==> src/rtl/keypad_pkg.sv <==
// Keypad shared types and helpers.
// Also used by the time-set logic.
package keypad_pkg;

  localparam int NROWS = 4;
  localparam int NCOLS = 4;
  localparam int KEY_W = 4;

  typedef logic [KEY_W-1:0] key_code_t;

  function automatic key_code_t key_enc(
    input logic [1:0] row,
    input logic [1:0] col
  );
    return {row, col};
  endfunction

  // Saturates at 7; callers only need 0, 1 or many.
  function automatic logic [2:0] popcount16(
    input logic [15:0] v
  );
    logic [4:0] n;
    n = '0;
    for (int i = 0; i < 16; i++)
      n = n + 5'(v[i]);
    return (n > 5'd7) ? 3'd7 : n[2:0];
  endfunction

  function automatic key_code_t onehot16_to_idx(
    input logic [15:0] v
  );
    key_code_t idx;
    idx = '0;
    for (int i = 0; i < 16; i++)
      if (v[i]) idx = idx | KEY_W'(i);
    return idx;
  endfunction

endpackage

==> src/rtl/keypad_matrix_scanner_input_sync.sv <==
// Two-flop synchronizer for asynchronous inputs.
// Resets to the idle (pulled-up) level.
module input_sync #(
  parameter int WIDTH = 4
) (
  input  logic             clk,
  input  logic             rst,
  input  logic [WIDTH-1:0] d,
  output logic [WIDTH-1:0] q
);

  logic [WIDTH-1:0] meta;

  always_ff @(posedge clk or posedge rst) begin
    if (rst) begin
      meta <= '1;
      q    <= '1;
    end else begin
      meta <= d;
      q    <= meta;
    end
  end

endmodule

==> src/rtl/keypad_matrix_scanner.sv <==
// 4x4 keypad scanner: row drive, debounced full-scan
// snapshots and single-key press events.
module keypad_matrix_scanner
  import keypad_pkg::*;
#(
  parameter int SETTLE   = 4,
  parameter int DEBOUNCE = 3
) (
  input  logic       clk,
  input  logic       rst,
  input  logic [3:0] cols_n,
  output logic [3:0] rows_n,
  output logic       key_valid,
  output logic [3:0] key_code,
  output logic       key_down,
  output logic       multi
);

  localparam int DW = $clog2(SETTLE);
  localparam int CW = $clog2(DEBOUNCE + 1);

  logic [3:0]    cols_sync;
  logic          run;
  logic [1:0]    row, row_nxt;
  logic [DW-1:0] dwell, dwell_nxt;
  logic          last_dwell;
  logic [15:0]   snapshot, snap_nxt;
  logic [15:0]   prev, prev_nxt;
  logic [15:0]   accepted, acc_nxt;
  logic [15:0]   acc_d;
  logic [CW-1:0] stable_cnt, cnt_nxt;
  logic [2:0]    pc;

  input_sync #(.WIDTH(4)) u_sync (
    .clk (clk),
    .rst (rst),
    .d   (cols_n),
    .q   (cols_sync)
  );

  assign last_dwell = run && (dwell == DW'(SETTLE - 1));

  // First cycle after reset only starts row 0 without advancing.
  always_comb begin
    row_nxt   = row;
    dwell_nxt = dwell;
    if (run) begin
      if (last_dwell) begin
        dwell_nxt = '0;
        row_nxt   = row + 2'd1;
      end else begin
        dwell_nxt = dwell + DW'(1);
      end
    end
  end

  always_comb begin
    snap_nxt = snapshot;
    prev_nxt = prev;
    cnt_nxt  = stable_cnt;
    acc_nxt  = accepted;
    if (last_dwell)
      for (int c = 0; c < NCOLS; c++)
        snap_nxt[key_enc(row, 2'(c))] = ~cols_sync[c];
    if (last_dwell && row == 2'd3) begin
      if (snap_nxt == prev) begin
        if (stable_cnt != CW'(DEBOUNCE))
          cnt_nxt = stable_cnt + CW'(1);
      end else begin
        prev_nxt = snap_nxt;
        cnt_nxt  = CW'(1);
      end
      if (cnt_nxt == CW'(DEBOUNCE))
        acc_nxt = snap_nxt;
    end
  end

  always_ff @(posedge clk or posedge rst) begin
    if (rst) begin
      run        <= 1'b0;
      row        <= '0;
      dwell      <= '0;
      rows_n     <= 4'hF;
      snapshot   <= '0;
      prev       <= '0;
      stable_cnt <= '0;
      accepted   <= '0;
    end else begin
      run        <= 1'b1;
      row        <= row_nxt;
      dwell      <= dwell_nxt;
      rows_n     <= ~(4'b0001 << row_nxt);
      snapshot   <= snap_nxt;
      prev       <= prev_nxt;
      stable_cnt <= cnt_nxt;
      accepted   <= acc_nxt;
    end
  end

  assign pc = popcount16(accepted);

  // acc_d differs from accepted only in the cycle after an update.
  always_ff @(posedge clk or posedge rst) begin
    if (rst) begin
      acc_d     <= '0;
      key_valid <= 1'b0;
      key_code  <= '0;
      key_down  <= 1'b0;
      multi     <= 1'b0;
    end else begin
      acc_d     <= accepted;
      key_down  <= (pc == 3'd1);
      multi     <= (pc >= 3'd2);
      key_valid <= (pc == 3'd1) && (accepted != acc_d);
      if ((pc == 3'd1) && (accepted != acc_d))
        key_code <= onehot16_to_idx(accepted);
    end
  end

endmodule

==> config.mk <==
export PLATFORM = sky130hd
export DESIGN_NAME = keypad_matrix_scanner
export DESIGN_NICKNAME = d
export VERILOG_FILES = /design/src/rtl/keypad_pkg.sv /design/src/rtl/keypad_matrix_scanner_input_sync.sv /design/src/rtl/keypad_matrix_scanner.sv
export SDC_FILE = /design/constraint.sdc
export NUM_CORES = 1
export LEC_CHECK = 0
export CAP_MARGIN = 20
export CELL_PAD_IN_SITES_DETAIL_PLACEMENT = 1
export CELL_PAD_IN_SITES_GLOBAL_PLACEMENT = 2
export CORE_UTILIZATION = 30
export CTS_BUF_LIST = sky130_fd_sc_hd__clkbuf_16
export CTS_CLUSTER_SIZE = 8
export DETAILED_ROUTE_END_ITERATION = 10
export GPL_ROUTABILITY_DRIVEN = 0
export HOLD_SLACK_MARGIN = 0.12
export PLACE_DENSITY = 0.6
export SKIP_CTS_REPAIR_TIMING = 1
export SLEW_MARGIN = 10
export SYNTH_ARGS = -nofsm -noshare
export SYNTH_HDL_FRONTEND = slang
export SYNTH_HIERARCHICAL = 1
export SYNTH_SLANG_ARGS = --single-unit
==> constraint.sdc <==
create_clock -name clk -period 4.7 [get_ports clk]
set_clock_uncertainty 0.2 [all_clocks]
set_input_delay 0.94 -clock clk [delete_from_list [all_inputs] [get_ports clk]]
set_output_delay 0.94 -clock clk [all_outputs]
set_load 0.02 [all_outputs]
# After elaboration in Yosys (flattened, before gate mapping)
# Cells that the tools add are included.
# word_totals
reg_bits,90
output_inout_bits,11
wordCells,101
# op_classes
addsub,18
order_cmp,10
eq_ne,7
shifts,1
muxes,35
bitwise_logic,6
n_reduce_logical,9
# ops
cell,count
$bwmux W16,4
$add A5 B1 Y5,11
$mux W4,8
$lt A4 B5 Y1 const B,4
$eq A16 B16 Y1,1
$ge A4 B1 Y1 const B,4
$mux W16,1
$mux W2,8
$ne A16 B16 Y1,1
$mux W3,5
$demux W1 S2,4
$logic_and A1 B1 Y1,7
$add A2 B1 Y2 const B,3
$eq A2 B2 Y1 const B,3
$add A4 B1 Y5,1
$gt A5 B3 Y1 const B,1
$mux W1,5
$not A1 Y1,5
$add A3 B1 Y4,1
$not A4 Y4,1
$reduce_and A2 Y1,2
$shl A1 B2 Y4 const A,1
$add A2 B1 Y3,1
$eq A3 B1 Y1 const B,1
3 further kinds,3

# Longest topological paths before layout
# Gate-level depths: netlist of the first run.
# depth
ltp_word,19
mapped_depth,16
depth_no_buf,15

# By module
# Netlist of the first run, hierarchy kept.
# modules_own_cells
mod,n_inst,cells_each,area_each_um2,seq_area_each_um2
keypad_matrix_scanner,1,324,4030.1,2057.0
input_sync,1,9,214.0,210.2

# Worst setup path after synthesis of the first run
# Ideal clock, no wire load.
# synth_path
path_kind,register to register
from,register accepted[0]
to,register key_code[0]
setup_ns,0.125
t_arrival_ns,4.233
required_time_ns,4.375
slack_ns,0.143
stages_incl_launch_ff,16
synth_period_minus_slack_ns,4.557
path_cell_list,dfrtp_1 inv_1 fa_1 inv_1 fa_1 fa_1 inv_1 fa_1 inv_1 ha_1 fa_1 o21ai_0 nor4b_1 and3_1 clkbuf_1 mux2_2
# synth_via
elab_chain_cells,19
elab_cells_between_ends,20
# synth_rtl
element,line_no,source
"start, declared",keypad_matrix_scanner.sv:29,"logic [15:0] accepted, acc_nxt;"
"start signal, assigned",keypad_matrix_scanner.sv:96,accepted <= acc_nxt;
$add A1 B1 Y2,keypad_pkg.sv:25,n = n + 5'(v[i]);
$add A2 B1 Y3,keypad_pkg.sv:25,
$add A3 B1 Y4,keypad_pkg.sv:25,
$add A4 B1 Y5,keypad_pkg.sv:25,
$add A5 B1 Y5 (11 in a row),keypad_pkg.sv:25,
$gt A5 B3 Y1,keypad_pkg.sv:26,return (n > 5'd7) ? 3'd7 : n[2:0];
$mux W3,keypad_pkg.sv:26,
$eq A3 B1 Y1,keypad_matrix_scanner.sv:115,if ((pc == 3'd1) && (accepted != acc_d))
$logic_and A1 B1 Y1 (*),keypad_matrix_scanner.sv:115,
"end signal, assigned",keypad_matrix_scanner.sv:116,key_code <= onehot16_to_idx(accepted);
"end, declared",keypad_matrix_scanner.sv:14,"output logic [3:0] key_code,"
# Every way passes the cells marked *; elsewhere a longest branch is shown, timed or not.
# A chain may end at the register's enable or synchronous reset.

# Worst setup path after layout of the first run
# layout_path
from,register accepted[0]
to,register key_code[2]
# The elaborated chain is that of the path after synthesis.

==> reports/summary.txt, run 1 <==
Crit-path max FO: 5
H-tree levels: 3
Die area: 14600 um^2
Tmin final: 4.51 ns
Vias per std cell: 4.60
Worst hold path type: register to register
Area grow syn2layout: 17.3%
Startpoint Class: register
Post-Syn Area: 4240 um^2
Final worst-path cycle share: 96.1%
Cells after Synth: 333
Worst-margin pin slew: 0.854 ns
Filler instances: 1475
Final hold violation count: 0
Antenna diodes: 0
Run status: complete, but fails checks
YS warnings: 6
Worst Hold Margin: 0.154 ns
DRC: 2
Drt pass-1 iters: 7
CP Data Arrival Time: 4.54 ns
Setup violators final: 0
HPWL after detailed placement: 6680 um
CTS tree: yes
First-pass GRT wire length: 15500 um
Maxcap violations: 0
Synth cell types: 46
Worst slew margin: 42.9%
Die width: 121 um
Final Max Slew Viols: 0
Synth Register Bits: 90
Ys flop type: dfrtp_1
FFs w/ async S/R, synth: 100%
All-Layer GR Usage: 14.4%
Largest net degree at the start of global routing: 39
Ports: 17
Syn_area_per_cell: 12.7 um^2
Root Buffer: clkbuf_16
Worst setup margin: 0.185 ns
Crit end category: register
Post-synth EDFFs: 0
Failing checks: design-rule violations
IO buf count: 16
Critical path type: register to register
Die height: 121 um
DR WL/cell: 16.7 um
Syn Nets: 359
Final ANT Viol Nets: 0
Placed insts: 531
DRT iter0 DRCs: 91
Lkg Pwr: 0.00258 uW
Seq/Total Area, Yosys: 53.4%
Final #Nets: 389
Number of global-route vias before repair: 2752
FP Rows: 43
Clock-pin transition on the worst setup and hold timing paths: 0.06 ns
Worst Path Required: 4.73 ns
Setup WS pre-CTS: -0.0510 ns
Register area: 2270 um^2
Pwr/cell area: 492 nW/um^2
Layout cells sized above 1: 17.2%
VDD IR max: 0.000211 V
Drt total wl: 9160 um
CTS max path bufs: 2
Non-Filler Instances: 547
Fmax: 221 MHz
Core Region: 13800 um^2
CTS Buf Count: 9
Clock Latency Late Sink: 0.34 ns
Multi-input logic area: 1760 um^2
Starting density of the core: 30.7%
Antenna violations before repair: 0
DR vias: 2514
CTS Sinks: 90
GRT overflow: 0
## cell usage in the layout, fill, tap and decap left out, types with 3 or more instances in the layout
cell	n
nand3_4	3
inv_1	45
a21oi_1	3
ha_1	10
xnor2_1	5
mux2i_1	13
o21ai_0	11
nor2_1	4
nand2_1	23
dfstp_2	12
and3_1	4
clkbuf_16	9
nor3_1	4
nand4_1	3
clkdlybuf4s50_1	16
xor2_1	23
mux2_2	8
o22ai_1	3
fa_1	10
a221oi_1	3
buf_4	13
mux2_1	17
nand3_1	4
nor4_1	7
dfrtp_1	78
mux2_4	6
## cell type report
cell class                      instances  share of cell area (%)
Clock buffer                            9                    4.52
Clock inverter                          6                    1.51
Inverter                               44                    3.34
Multi-Input combinational cell        189                    35.4
Sequential cell                        90                    45.6
Tap cell                              180                    4.52
Timing Repair Buffer                   29                    5.18
## worst max-delay path, cell delays in order, from the launching register on
cell     delay (ns)
dfrtp_1        0.37
inv_1          0.09
fa_1           0.54
inv_1          0.06
fa_1           0.48
fa_1           0.52
inv_1          0.05
fa_1           0.47
inv_1          0.04
ha_1           0.20
fa_1           0.48
nor4b_4        0.31
and3_4         0.26
mux2_2         0.34
## cell usage after synthesis, drive strengths merged (2+ instances only)
library cell	number	share of area, %
o22ai	3	0.44
mux2	31	8.8
nor4	8	1.5
clkbuf	5	0.44
nand3	8	1.9
nand3b	2	0.35
buf	5	1.2
a21oi	3	0.35
ha	10	2.9
nor2	4	0.35
inv	44	3.9
xnor2	5	1.0
a221oi	4	0.97
nor3	4	0.47
o221ai	2	0.41
dfstp	12	7.4
dfrtp	78	46
nand4	4	0.94
xor2	23	4.7
and3	5	0.74
mux2i	14	3.4
fa	10	4.7
a22oi	2	0.35
nand2	23	2.0
o21ai	12	1.4
## final timing paths
kind / start / slack [ns] / cells past startpoint / to
hold reg to reg: u_sync/meta[2]$_DFF_PP1_ / 0.15 / 0 / u_sync/q[2]$_DFF_PP1_
setup / recovery: accepted[0]$_DFFE_PP0P_ / 0.19 / 13 / key_code[2]$_DFFE_PP0P_
min in group asynchronous: rst / 0.84 / 2 / stable_cnt[0]$_DFFE_PP0P_
max in group asynchronous: rst / 2.70 / 3 / accepted[1]$_DFFE_PP0P_
setup reg to reg: accepted[0]$_DFFE_PP0P_ / 0.19 / 13 / key_code[2]$_DFFE_PP0P_
hold / removal: u_sync/meta[2]$_DFF_PP1_ / 0.15 / 0 / u_sync/q[2]$_DFF_PP1_
## per-layer routing
metal	global-route usage, %	up-vias	wire length [um]	part of all wire [%]
met4	5.79	0	146	1.6
met5	0	-	0	0
met3	3.24	9	204	2.2
met2	22.0	26	4260	47
met1	19.8	1302	4540	50
li1	-	1177	-	-
## kinds of logic (layout without fill, tap and decap cells)
group | Yosys count | in the layout | share of synthesized area (%)
muxes | 45 | 45 | 12.1
adders and majority gates | 20 | 20 | 7.67
DFF | 90 | 90 | 53.4
and+or+nand+nor | 62 | 62 | 9.02
other | 1 | 1 | 0.0884
buffers and inverters | 54 | 88 | 5.57
AOI/OAI and AO/OA | 33 | 33 | 6.31
xor gates and xnor gates | 28 | 28 | 5.78
## registers in the layout, indices dropped and copies added, names as in the netlist, 2 cells and up
register     count
snapshot        16
rows_n           4
u_sync/meta      4
row              2
dwell            2
prev            16
stable_cnt       2
accepted        16
key_code         4
u_sync/q         4
acc_d           16
## metrics by stage
step | util (%) | cell area (um^2) | power, uW | setup TNS [ns]
after floorplan | - | 4240 | 1550 | 0
after global placement | 33.6 | 4650 | 1720 | 0
after detailed placement | 33.6 | 4650 | 1730 | -0.166
after CTS | 35.8 | 4950 | 2500 | -0.0904
after global routing | 36.0 | 4980 | 2610 | -0.144
final | 36.0 | 4980 | 2450 | 0
## power breakdown
group          switching (uW)  total (uW)  leakage (uW)  internal (uW)
Combinational             385         661       0.00125            276
Clock                     285         740      0.000153            455
Sequential                110        1050       0.00118            936
Power figures use the tool's default switching activity.
==> run 2: changes to the inputs <==
--- a/config.mk
+++ b/config.mk
@@ -5,16 +5,17 @@
 export SDC_FILE = /design/constraint.sdc
 export NUM_CORES = 1
 export LEC_CHECK = 0
-export CAP_MARGIN = 20
+export CAP_MARGIN = 15
 export CELL_PAD_IN_SITES_DETAIL_PLACEMENT = 1
 export CELL_PAD_IN_SITES_GLOBAL_PLACEMENT = 2
 export CORE_UTILIZATION = 30
 export CTS_BUF_LIST = sky130_fd_sc_hd__clkbuf_16
 export CTS_CLUSTER_SIZE = 8
 export DETAILED_ROUTE_END_ITERATION = 10
+export DONT_BUFFER_PORTS = 1
 export GPL_ROUTABILITY_DRIVEN = 0
 export HOLD_SLACK_MARGIN = 0.12
-export PLACE_DENSITY = 0.6
+export PLACE_DENSITY = 0.58
 export SKIP_CTS_REPAIR_TIMING = 1
 export SLEW_MARGIN = 10
 export SYNTH_ARGS = -nofsm -noshare
==> run 2 against run 1 <==
  * The run now ends clean
  * Sequential power about the same
  * Combinational power is 7.6% lower
  * Flip-flop and latch count did not move
  * Die area unchanged
  * Critical path type unchanged
  * Highest routed layer unchanged
==> reports/summary.txt, run 2 (synthesis results as in run 1) <==
FP Rows: 43
Worst-margin pin slew: 0.811 ns
CTS Sinks: 90
Maxcap violations: 0
Layout cells sized above 1: 18.9%
GRT overflow: 0
Final ANT Viol Nets: 0
RSZ-0062 raised after global routing: no
Starting density of the core: 30.7%
DRT iter0 DRCs: 103
Lkg Pwr: 0.00251 uW
Drt pass-1 iters: 5
Worst Hold Margin: 0.156 ns
VDD IR max: 0.000299 V
Dpl cell area: 4470 um^2
Crit end category: register
Core Region: 13800 um^2
Drt total wl: 8830 um
DRC: 0
Fmax: 221 MHz
Die area: 14600 um^2
Die height: 121 um
Worst hold path type: register to register
CTS Buf Count: 9
Root Buffer: clkbuf_16
H-tree levels: 3
Most common cell after layout, fill and taps aside: dfrtp_1
Antenna violations before repair: 0
IO buf count: 0
Setup violators final: 0
Critical path type: register to register
Startpoint Class: register
CTS max path bufs: 2
Clock Latency Late Sink: 0.34 ns
Most frequent cells in the layout: dfrtp_1, inv_1, xor2_1, nand2_1, mux2_1
Clock-pin transition on the worst setup and hold timing paths: 0.06 ns
Die width: 121 um
Worst Path Required: 4.72 ns
Worst slew margin: 45.7%
Final #Nets: 371
Critical path's most frequent cell: fa_1
Final hold violation count: 0
Top delay family on crit path: adder cells
CP max stage cell: fa_1
First-pass GRT wire length: 15000 um
Buf/Inv on CP: 4
CTS tree: yes
Final Max Slew Viols: 0
Pwr/cell area: 505 nW/um^2
Final worst-path cycle share: 96.3%
Crit-path max FO: 5
Design Power: 2450 uW
CP Data Arrival Time: 4.55 ns
Number of global-route vias before repair: 2733
Run status: finished clean
Antenna diodes: 0
All-Layer GR Usage: 13.9%
DR WL/cell: 16.7 um
HPWL after detailed placement: 6520 um
Area grow syn2layout: 14.1%
Vias per std cell: 4.59
Final Instance Area: 4840 um^2
Tmin final: 4.53 ns
Ports: 17
Largest net degree at the start of global routing: 58
DR vias: 2435
CP peak stage delay: 0.53 ns
Worst path cell trace: inv_1 -> fa_1 -> inv_1 -> fa_1 -> fa_1 -> inv_1 -> fa_1 -> inv_1 -> ha_1 -> fa_1 -> nor4b_4 -> and3_4 -> mux2_2
-- run 2: cell count changes in the layout (fill, tap and decap cells not counted), moves of 2 or more --
cell             before  now
clkdlybuf4s50_1      16    0
clkinv_1              2    0
inv_1                45   43
clkinv_2              1    3
clkinvlp_4            0    2
buf_4                13   10
-- run 2: layout make-up --
cell class | count | area [um^2]
Clock buffer | 9 | 225
Tap cell | 180 | 225
Multi-Input combinational cell | 189 | 1760
Sequential cell | 90 | 2270
Inverter | 44 | 166
Timing Repair Buffer | 11 | 103
Clock inverter | 7 | 93.8
Fill cell | 1473 | 8990
-- run 2: routing by layer --
metal	global-route usage, %	vias to the layer above	share of wire, %
li1	-	1144	-
met5	0	-	0
met2	22.4	31	49
met3	4.04	7	3.0
met1	18.0	1253	47
met4	3.94	0	1.1
-- run 2: power by group --
| part | leakage, uW | switching [uW] | internal, uW |
|---|---|---|---|
| combinational | 0.00118 | 360 | 251 |
| sequential | 0.00118 | 133 | 938 |
| clock | 0.000151 | 301 | 464 |
| total | 0.00251 | 793 | 1650 |
-- run 2: path summary, 6_finish.rpt --
kind,slack (ns),endpoint,start,cells past startpoint
max in group asynchronous,3.47,acc_d[1]$_DFF_PP0_,rst,2
min,0.16,u_sync/q[1]$_DFF_PP1_,u_sync/meta[1]$_DFF_PP1_,0
min reg2reg,0.16,u_sync/q[1]$_DFF_PP1_,u_sync/meta[1]$_DFF_PP1_,0
min in group asynchronous,0.20,prev[14]$_DFFE_PP0P_,rst,1
max reg2reg,0.17,key_code[0]$_DFFE_PP0P_,accepted[0]$_DFFE_PP0P_,13
max,0.17,key_code[0]$_DFFE_PP0P_,accepted[0]$_DFFE_PP0P_,13
-- run 2: metrics by stage --
stage | setup slack [ns] | utilization (%) | setup TNS, ns | cells
detailed placement | -0.0723 | 32.4 | -0.232 | 513
finish | 0.173 | 35.0 | 0 | 530
floorplan | 0.143 | - | 0 | 333
global placement | 0.121 | 32.4 | 0 | 513
CTS | -0.0719 | 34.7 | -0.243 | 529
global route | 0.00121 | 35.0 | 0 | 530
==> run 3: changes to the inputs <==
--- a/config.mk
+++ b/config.mk
@@ -8,6 +8,7 @@
 export CAP_MARGIN = 15
 export CELL_PAD_IN_SITES_DETAIL_PLACEMENT = 1
 export CELL_PAD_IN_SITES_GLOBAL_PLACEMENT = 2
+export CORE_ASPECT_RATIO = 1.5
 export CORE_UTILIZATION = 30
 export CTS_BUF_LIST = sky130_fd_sc_hd__clkbuf_16
 export CTS_CLUSTER_SIZE = 8
==> run 3 against run 2 <==
  * Non-clock buffer count unchanged
  * Clock power decreased by 16%
  * Worst hold slack got worse by 0.00094 ns
  * Flip-flop and latch count unchanged
  * Critical path depth unchanged
  * Worst setup slack improved by 0.011 ns
  * Fmax increased by 0.23%
  * Wire length increased by 2.6%
==> reports/summary.txt, run 3 (synthesis results as in run 1) <==
Run status: finished clean
Worst slew margin: 40.0%
Non-Filler Instances: 512
Drt total wl: 9060 um
Die area: 14600 um^2
Vias per std cell: 4.79
First-pass GRT wire length: 14900 um
DRT iter0 DRCs: 87
FP Rows: 52
Reg2reg start: accepted[0]$_DFFE_PP0P_
DR WL/cell: 17.7 um
Buf/Inv on CP: 4
CP Data Arrival Time: 4.54 ns
Clock Latency Late Sink: 0.34 ns
Final Instance Area: 4740 um^2
Final Max Slew Viols: 0
Most frequent cells in the layout: dfrtp_1, inv_1, xor2_1, nand2_1, mux2_1
IO buf count: 0
Pwr/cell area: 491 nW/um^2
R2R setup slack: 0.18 ns
DR vias: 2452
Tmin final: 4.52 ns
Lkg Pwr: 0.00248 uW
CTS max path bufs: 2
Fin Setup TNS: 0 ns
VDD IR max: 0.000214 V
Crit end category: register
H-tree levels: 3
DRC: 0
Area grow syn2layout: 11.8%
Largest net degree at the start of global routing: 50
Worst Hold Margin: 0.155 ns
All-Layer GR Usage: 13.8%
Filler instances: 1489
Hold_sp: u_sync/meta[1]$_DFF_PP1_
GRT overflow: 0
Final hold violation count: 0
Setup violators final: 0
Most common cell after layout, fill and taps aside: dfrtp_1
CP peak stage delay: 0.53 ns
Placed insts: 496
Clock-pin transition on the worst setup and hold timing paths: 0.06 ns
Critical path's most frequent cell: fa_1
Number of global-route vias before repair: 2780
Layout cells sized above 1: 17.7%
Cells on worst reg2reg path: 13
Dpl cell area: 4460 um^2
Antenna diodes: 0
Startpoint Class: register
Maxcap violations: 0
Starting density of the core: 31.1%
CTS tree: yes
CTS Buf Count: 9
Top delay family on crit path: adder cells
HPWL after detailed placement: 6640 um
Die height: 148 um
Worst Path Required: 4.72 ns
Crit-path max FO: 5
Die width: 99.1 um
CTS Sinks: 90
Fmax: 221 MHz
Hold path endpoint: u_sync/q[1]$_DFF_PP1_
Core Region: 13700 um^2
Critical path type: register to register
Antenna violations before repair: 0
Drt pass-1 iters: 4
Worst path cell trace: inv_1 -> fa_1 -> inv_1 -> fa_1 -> fa_1 -> inv_1 -> fa_1 -> inv_1 -> ha_1 -> fa_1 -> nor4b_4 -> and3_4 -> mux2_2
Root Buffer: clkbuf_16
Final worst-path cycle share: 96.1%
Crit Reg-Reg Endpoint: key_code[1]$_DFFE_PP0P_
Final ANT Viol Nets: 0
Final #Nets: 371
Ports: 17
RSZ-0062 raised after global routing: no
Worst hold path type: register to register
CP max stage cell: fa_1
Hold depth: 0
Worst-margin pin slew: 0.901 ns
run 3: power by group:
| part | switching, uW | leakage [uW] | internal, uW | total [uW] |
|---|---|---|---|---|
| sequential | 135 | 0.00118 | 938 | 1070 |
| combinational | 360 | 0.00118 | 250 | 610 |
| clock | 293 | 0.000129 | 352 | 645 |
run 3: area by class of cell:
class                   instances  area [um^2]  share of cell area (%)
multi-input cells             189         1760                    37.1
inverters                      44          166                    3.51
clock buffers                   9          225                    4.75
repair buffers                 11         82.6                    1.74
flip-flops and latches         90         2270                    47.8
well taps                     162          203                    4.27
clock inverters                 7         38.8                   0.818
run 3: per-stage QoR:
step | setup slack, ns | util [%] | power (uW)
2_1_floorplan | 0.143 | - | 1550
3_3_place_gp | 0.0902 | 32.6 | 1690
3_5_place_dp | -0.0510 | 32.6 | 1710
4_1_cts | -0.0672 | 34.6 | 2380
5_1_grt | 0.00642 | 34.7 | 2480
6_report | 0.184 | 34.7 | 2330
run 3: metal layers:
metal	up-vias	routed length, um	global-route usage (%)
li1	1144	-	-
met1	1268	3710	15.7
met2	29	5010	25.0
met3	11	189	2.55
met4	0	157	5.74
met5	-	0	0
run 3: worst register-to-register path, cell delays in order, from the launching register on:
cell     delay [ns]
dfrtp_1        0.38
inv_1          0.09
fa_1           0.53
inv_1          0.06
fa_1           0.47
fa_1           0.51
inv_1          0.05
fa_1           0.48
inv_1          0.04
ha_1           0.20
fa_1           0.49
nor4b_4        0.31
and3_4         0.26
mux2_2         0.33
run 3: how the worst max path moves through the flow:
| stage | from | endpoint | slack, ns | depth (start not counted) |
|---|---|---|---|---|
| floorplan | accepted[0]$_DFFE_PP0P_ | key_code[0]$_DFFE_PP0P_ | 0.14 | 15 |
| global placement | accepted[0]$_DFFE_PP0P_ | key_code[1]$_DFFE_PP0P_ | 0.09 | 14 |
| detailed placement | accepted[0]$_DFFE_PP0P_ | key_code[1]$_DFFE_PP0P_ | -0.05 | 14 |
| CTS | accepted[0]$_DFFE_PP0P_ | key_code[1]$_DFFE_PP0P_ | -0.07 | 14 |
| global route | accepted[0]$_DFFE_PP0P_ | key_code[2]$_DFFE_PP0P_ | 0.006 | 13 |
| finish | accepted[0]$_DFFE_PP0P_ | key_code[1]$_DFFE_PP0P_ | 0.18 | 13 |
